--- config.mk ---
export PLATFORM = sky130hd
export DESIGN_NAME = bar_sample_history
export DESIGN_NICKNAME = d
export VERILOG_FILES = /design/src/rtl/bar_sample_history.sv
export SDC_FILE = /design/constraint.sdc
export NUM_CORES = 1
export LEC_CHECK = 0
export BUFFER_PORTS_ARGS = -buffer_cell sky130_fd_sc_hd__buf_4
export CAP_MARGIN = 20
export CELL_PAD_IN_SITES_DETAIL_PLACEMENT = 0
export CELL_PAD_IN_SITES_GLOBAL_PLACEMENT = 2
export CORE_UTILIZATION = 30
export DETAILED_ROUTE_END_ITERATION = 6
export PLACE_DENSITY = 0.58
export SLEW_MARGIN = 20
export SYNTH_ARGS = -nofsm -noshare
export SYNTH_HDL_FRONTEND = slang
export SYNTH_SLANG_ARGS = --single-unit
--- constraint.sdc ---
create_clock -name iCLK -period 11.2 [get_ports iCLK]
set_clock_uncertainty 0.1 [all_clocks]
set_input_delay 1.12 -clock iCLK [delete_from_list [all_inputs] [get_ports iCLK]]
set_output_delay 1.12 -clock iCLK [all_outputs]
set_load 0.005 [all_outputs]
--- src/rtl/bar_sample_history.sv ---
// Sample averager, iterative scaler and frame-gated 32-entry height history
// feeding the VGA bar-graph renderer; column 0 of the read port is the newest bar.
module bar_sample_history #(
  parameter int DEPTH    = 32,
  parameter int AVG_LOG2 = 2,
  parameter int DW       = 12,
  parameter int HW       = 10,
  parameter int DIVISOR  = 25,
  parameter int OFFSET   = 120,
  parameter int MAX_H    = 479
) (
  input  logic                     iCLK,
  input  logic                     iRST,
  input  logic [DW-1:0]            iD,
  input  logic                     iD_valid,
  input  logic                     iFrame_sync,
  input  logic [$clog2(DEPTH)-1:0] iRd_col,
  output logic [HW-1:0]            oRd_h,
  output logic                     oNew,
  output logic                     oDrop,
  output logic                     oBusy
);

  localparam int AW = $clog2(DEPTH);
  localparam int SW = DW + AVG_LOG2;
  localparam int CW = $clog2(DW);
  // Scaling width is wide enough for any quotient plus offset, so the clamp sees the true sum.
  localparam int XW = ((DW > HW) ? DW : HW) + 1;

  typedef enum logic [1:0] {IDLE, DIV, SCALE} state_t;

  state_t          state_reg, state_next;
  logic [SW-1:0]   sum_reg;
  logic [AVG_LOG2-1:0] cnt_reg;
  logic [DW-1:0]   rem_reg;
  logic [DW-1:0]   dq_reg;
  logic [CW-1:0]   bit_cnt_reg;
  logic [HW-1:0]   pending_h_reg;
  logic            pending_valid_reg;
  logic [AW-1:0]   wr_ptr_reg;
  logic [HW-1:0]   rd_h_reg;
  logic            new_reg;
  logic            drop_reg;
  logic [HW-1:0]   mem [DEPTH];

  logic [SW-1:0]   sum_in;
  logic [DW-1:0]   avg;
  logic            batch_done;
  logic [DW-1:0]   trial_lo;
  logic            quot_bit;
  logic [DW-1:0]   rem_step;
  logic [XW-1:0]   scaled;
  logic [HW-1:0]   h_sat;
  logic            commit;
  logic            drop;
  logic [AW-1:0]   rd_idx;

  assign sum_in     = sum_reg + SW'(iD);
  assign avg        = sum_in[SW-1:AVG_LOG2];
  assign batch_done = iD_valid && (cnt_reg == '1);

  always_ff @(posedge iCLK or posedge iRST) begin
    if (iRST) begin
      sum_reg <= '0;
      cnt_reg <= '0;
    end else if (iD_valid) begin
      sum_reg <= batch_done ? '0 : sum_in;
      cnt_reg <= cnt_reg + 1'b1;
    end
  end

  // Remainder stays below DIVISOR, so a set MSB already guarantees the shifted trial exceeds it.
  assign trial_lo = {rem_reg[DW-2:0], dq_reg[DW-1]};
  assign quot_bit = rem_reg[DW-1] || (trial_lo >= DW'(DIVISOR));
  assign rem_step = quot_bit ? (trial_lo - DW'(DIVISOR)) : trial_lo;

  assign scaled = XW'(dq_reg) + XW'(OFFSET);
  assign h_sat  = (scaled > XW'(MAX_H)) ? HW'(MAX_H) : scaled[HW-1:0];

  assign commit = iFrame_sync && pending_valid_reg;
  assign rd_idx = wr_ptr_reg - AW'(1) - iRd_col;

  always_comb begin
    state_next = state_reg;
    drop       = 1'b0;
    case (state_reg)
      IDLE:  if (batch_done) state_next = DIV;
      DIV: begin
        if (bit_cnt_reg == CW'(DW - 1)) state_next = SCALE;
        drop = batch_done;
      end
      SCALE: begin
        state_next = IDLE;
        drop = batch_done || (pending_valid_reg && !commit);
      end
      default: state_next = IDLE;
    endcase
  end

  always_ff @(posedge iCLK or posedge iRST) begin
    if (iRST) begin
      state_reg         <= IDLE;
      rem_reg           <= '0;
      dq_reg            <= '0;
      bit_cnt_reg       <= '0;
      pending_h_reg     <= '0;
      pending_valid_reg <= 1'b0;
      wr_ptr_reg        <= '0;
      rd_h_reg          <= '0;
      new_reg           <= 1'b0;
      drop_reg          <= 1'b0;
    end else begin
      state_reg <= state_next;
      if (state_reg == IDLE && batch_done) begin
        rem_reg     <= '0;
        dq_reg      <= avg;
        bit_cnt_reg <= '0;
      end else if (state_reg == DIV) begin
        rem_reg     <= rem_step;
        dq_reg      <= {dq_reg[DW-2:0], quot_bit};
        bit_cnt_reg <= bit_cnt_reg + 1'b1;
      end
      // A commit on the same edge as a new result takes the old value and stages the new one.
      if (state_reg == SCALE) begin
        pending_h_reg     <= h_sat;
        pending_valid_reg <= 1'b1;
      end else if (commit) begin
        pending_valid_reg <= 1'b0;
      end
      if (commit) wr_ptr_reg <= wr_ptr_reg + 1'b1;
      rd_h_reg <= mem[rd_idx];
      new_reg  <= commit;
      drop_reg <= drop;
    end
  end

  // History entries carry their own reset so unwritten columns read as empty bars.
  generate
    for (genvar gi = 0; gi < DEPTH; gi++) begin : g_hist
      always_ff @(posedge iCLK or posedge iRST) begin
        if (iRST) begin
          mem[gi] <= '0;
        end else if (commit && (wr_ptr_reg == AW'(gi))) begin
          mem[gi] <= pending_h_reg;
        end
      end
    end
  endgenerate

  assign oRd_h = rd_h_reg;
  assign oNew  = new_reg;
  assign oDrop = drop_reg;
  assign oBusy = (state_reg == DIV);

endmodule

After elaboration in Yosys (flattened, before gate mapping)
Cells that the tools add are included.
- flip-flop bits (word level): 394
- logic and storage cells: 155
- add/subtract/negate cells: 8
- order comparisons: 3
- eq/ne operators: 37
- multiplexer cells: 18
- bitwise logic cells: 1
- reduce and logical (&&, ||, !) cells: 44
- operators by type and width (kind ; count):
    equality test 5 bit, second input constant ; 16
    two-way mux 12 bit ; 5
    binary-select mux 10 bit (select 5 bit) ; 1
    equality test 5 x 4 -> 1 bit, second input constant ; 8
    logical AND 1 bit ; 36
    two-way mux 10 bit ; 3
    equality test 5 x 3 -> 1 bit, second input constant ; 4
    adder 14 x 12 -> 14 bit ; 1
    two-way mux 14 bit ; 1
    adder 12 x 7 -> 13 bit, second input constant ; 1
    greater-than comparator 13 x 9 -> 1 bit, second input constant ; 1
    >= comparator 12 x 5 -> 1 bit, second input constant ; 1
    subtractor 12 x 5 -> 12 bit, second input constant ; 1
    equality test 5 x 2 -> 1 bit, second input constant ; 2
    two-way mux 4 bit ; 2
    >= comparator 6 bit, second input constant ; 1
    NOT 5 -> 6 bit ; 1
    adder 5 x 1 -> 5 bit, second input constant ; 1
    equality test 5 x 1 -> 1 bit, second input constant ; 1
    zero test 5 bit ; 1
    subtractor 5 x 1 -> 5 bit, second input constant ; 1
    subtractor 5 bit ; 1
    adder 4 x 1 -> 4 bit, second input constant ; 1
    equality test 2 bit, second input constant ; 2
    14 further kinds ; 18

Depth between registers and ports, before layout
- depth after elaboration: 6
- depth in mapped cells: 11
- depth with buffers taken out: 10

Worst setup path after synthesis
Ideal clock, no wire load.
- path type: in2reg
- start: input iRd_col[0]
- end: register rd_h_reg[0] (netlist: oRd_h[0])
- library setup time: 0.125 ns
- data arrival time: 3.363 ns
- path slack: 7.612 ns
- cell stages on the path: 11
- buffers on the path: 3
- cell sequence: inv_1 ha_1 inv_1 fa_1 buf_2 buf_2 buf_1 mux4_2 mux2i_1 mux2i_1 mux2_2
- cells in the longest elaborated chain, start to end: 5
- RTL lines (what ; line ; text):
    from (decl) ; 17 ; input logic [$clog2(DEPTH)-1:0] iRd_col,
    subtractor 5 bit ; 81 ; assign rd_idx = wr_ptr_reg - AW'(1) - iRd_col;
    NOT 5 -> 6 bit (not written as such) ; 131 ; rd_h_reg <= mem[rd_idx];
    binary-select mux 10 bit (select 5 bit) ; 131 ;
    two-way mux 10 bit (not written as such) (2 in a row) ; 131 ;
    to (signal assigned) ; 131 ;
    to (decl) ; 41 ; logic [HW-1:0] rd_h_reg;
Every way passes these cells. The select of a mux whose other input is x is not followed.
A chain may end at the register's enable or synchronous reset.

Worst setup path in the final report
- start: input iRd_col[0]
- end: register rd_h_reg[6] (netlist: oRd_h[6])
The elaborated chain is that of the path after synthesis.

==> results.toml <==
[synthesis]
synth_area_um2 = 18690
yosysMostFrequentCell = "dfrtp_1"
avgSynthCellArea_um2 = 14.18
ys_top_cells_by_area = "dfrtp_1 (53%), mux2_1 (18%), mux4_2 (9.6%)"
synth_cells = 1318
synth-edff-count = 0
synth_top_cell_by_area = "dfrtp_1"
syn_nets = 1371
yosys.area.top_type_share_pct = 52.74
async_reset_ff_share_pct = 100.0
ys_ff_latch = 394
synth_flop_cell = "dfrtp_1"
synthTopCellsByCount = "dfrtp_1 (394), mux2_1 (295), mux4_2 (80), mux2i_1 (62), clkbuf_1 (55)"
synth_seq_area_share_pct = 52.74
ys_types = 54
yosysWarnings = 0

[drt]
wl_per_cell_um = 22.51
met2_length_um = 23030
drc_errors = 0
dr.pass1.iters = 5
dr_total_vias = 10865
ant_nets = 0
wirelength_um = 49910
top_layer_used = "met4"
drt-vias-per-instance = 4.901
wl_met1_um = 23220
wl_met3_um = 2278
drtIter0Drc = 528

[cts]
cts_setup_buffers = 0
tritoncts = "built"
clk_latency_ns = 0.59
clk_path_buf_depth = 3
root_buffer = "clkbuf_16"
cts_resized = 0
cts_hold_buf = 0
clk_pin_slew_ns = 0.06
ctsHtreeMaxLevel = 2
cts_made_buffers = 47
clock-sinks = 394

[timing]
setup_viol = 0
setup_tns_ns = 0
hold_violations = 0
finalCritPeriodShare_pct = 40.66
worstMarginPinSlew_ns = 1.072
fmax_mhz = 219.6
whs_ns = 0.3787
post-route-min-period_ns = 4.554
relSlewSlack_pct = 28.48
rsz0062_at_grt = "false"
drv_slew = 0

[global_route]
antenna_found_initial = 0
grt_max_degree = 82
grt_pass1_wl_um = 77050
grt_usage_pct = 16.33
overflow = 0
grt_pass1_vias = 11583

[floorplan]
dieArea_um2 = 63310
die_height_um = 251.6
core_area_um2 = 61600
dieWidth_um = 251.6
num_io_pins = 34
initial_utilization_pct = 30.35
num_rows = 91

[layout]
drive_above_1_share_pct = 20.80
n_fill_cell = 5961
nNetsFinal = 1395
synthToLayoutAreaGrowth_pct = 14.79
diodes = 0
largest_register_ffs = 320

[critical_path]
crit_end = "oRd_h[6]"
start_kind = "input port"
worstRegToRegCells = 8
max_stage_delay_ns = 1.37
slowest_stage = "fa_4"
cp-end-kind = "register"
crit_arrival_ns = 4.93
reg2reg_from = "wr_ptr_reg[0]"
cp.required_ns = 11.58
crit_family = "adder cells"
path_depth = 10
r2r_end = "oRd_h[6]"
critPathKind = "in -> reg"
r2r_slack_ns = 6.87
crit_path_cell_trace = "buf_4 -> inv_1 -> ha_4 -> inv_1 -> fa_4 -> buf_4 -> mux4_2 -> mux2i_1 -> mux2i_1 -> mux2_2"
crit_fanout = 41
crit_start = "iRd_col[0]"
cp.buffers_inverters = 4

[place]
hpwl_um = 31150
placement.io_buffers = 33
routabilityCongestion = 0.7584

[pwr]
leakage_nw = 9.934
powerDensity_nw_per_um2 = 281.5
vdd_drop_max_v = 0.0002287
power.total_w = 0.006039

[run]
maxCapViolations = 0

[min_path]
hp-class = "reg -> reg"

[status]
outcome = "finished clean"
-- worst register-to-register path, cell delays in order, from the launching register on --
cell and delay (ns):
dfrtp_1 0.47, ha_4 0.17, inv_1 0.05, fa_4 1.37, buf_4 0.78, mux4_2 0.62
mux2i_1 0.27, mux2i_1 0.11, mux2_2 0.29
-- stage by stage --
step / utilization [%] / instances / worst slack (ns) / instance area (µm²)
finish: 34.83 / 2217 / 6.646 / 21460
global route: 34.83 / 2217 / 6.433 / 21460
CTS: 34.82 / 2217 / 6.592 / 21450
detailed placement: 32.25 / 2130 / 5.984 / 19860
global placement: 32.25 / 2130 / 5.969 / 19860
floorplan: - / 1318 / 4.678 / 18700
-- report_power, final --
| group | switching [W] | internal [W] | total [W] | leakage, nW |
|---|---|---|---|---|
| sequential | 0.000339 | 0.00190 | 0.00224 | 5.13 |
| clock | 0.000622 | 0.000932 | 0.00155 | 0.786 |
| combinational | 0.00118 | 0.00106 | 0.00224 | 4.01 |
| total | 0.00214 | 0.00390 | 0.00604 | 9.93 |
-- how the worst min path moves through the flow --
stage	endpoint	cells after the start	from	slack (ns)
floorplan	mem[165]	2	mem[165]	0.34
global placement	mem[165]	2	mem[165]	0.36
detailed placement	cnt_reg[0]	1	cnt_reg[0]	0.37
CTS	cnt_reg[0]	1	cnt_reg[0]	0.38
global route	mem[176]	1	mem[176]	0.39
finish	mem[120]	1	mem[120]	0.38
-- cell usage in the layout, fill, tap and decap left out, types with 27 or more instances in the layout --
cell type    n
dfrtp_1    392
mux2_1     295
mux4_2      80
mux2i_1     62
buf_4       50
nand2_1     49
clkbuf_16   48
inv_1       35
mux2_2      32
nor2_1      31
a21oi_1     30
ha_1        28
nor2_2      27
-- cell families (layout without fill, tap and decap cells) --
group	count (synthesis)	count (layout)	synth area share (%)
flops	394	394	52.74
mux	469	469	32.66
compound gates	113	113	3.849
xor+xnor	34	34	1.593
buf+inv	116	178	2.436
fa+ha+maj	32	32	2.222
simple gates	160	160	4.498
-- cell type report --
type	instances	area [µm²]	share of cell area [%]
timing repair buffer	52	397.9	1.854
tap	837	1047	4.881
inverter	39	150.1	0.6998
multi-input combinational	808	8417	39.23
sequential	394	9862	45.96
clock buffer	73	1445	6.735
clock inverter	14	137.6	0.6414
-- layer usage --
metal / vias up / global-route usage (%)
li1: 4874 / -
met1: 5749 / 22.41
met2: 172 / 25.77
met3: 70 / 3.539
met4: 0 / 4.913
met5: - / 0
Note: power is estimated with default switching activity, not from simulation.
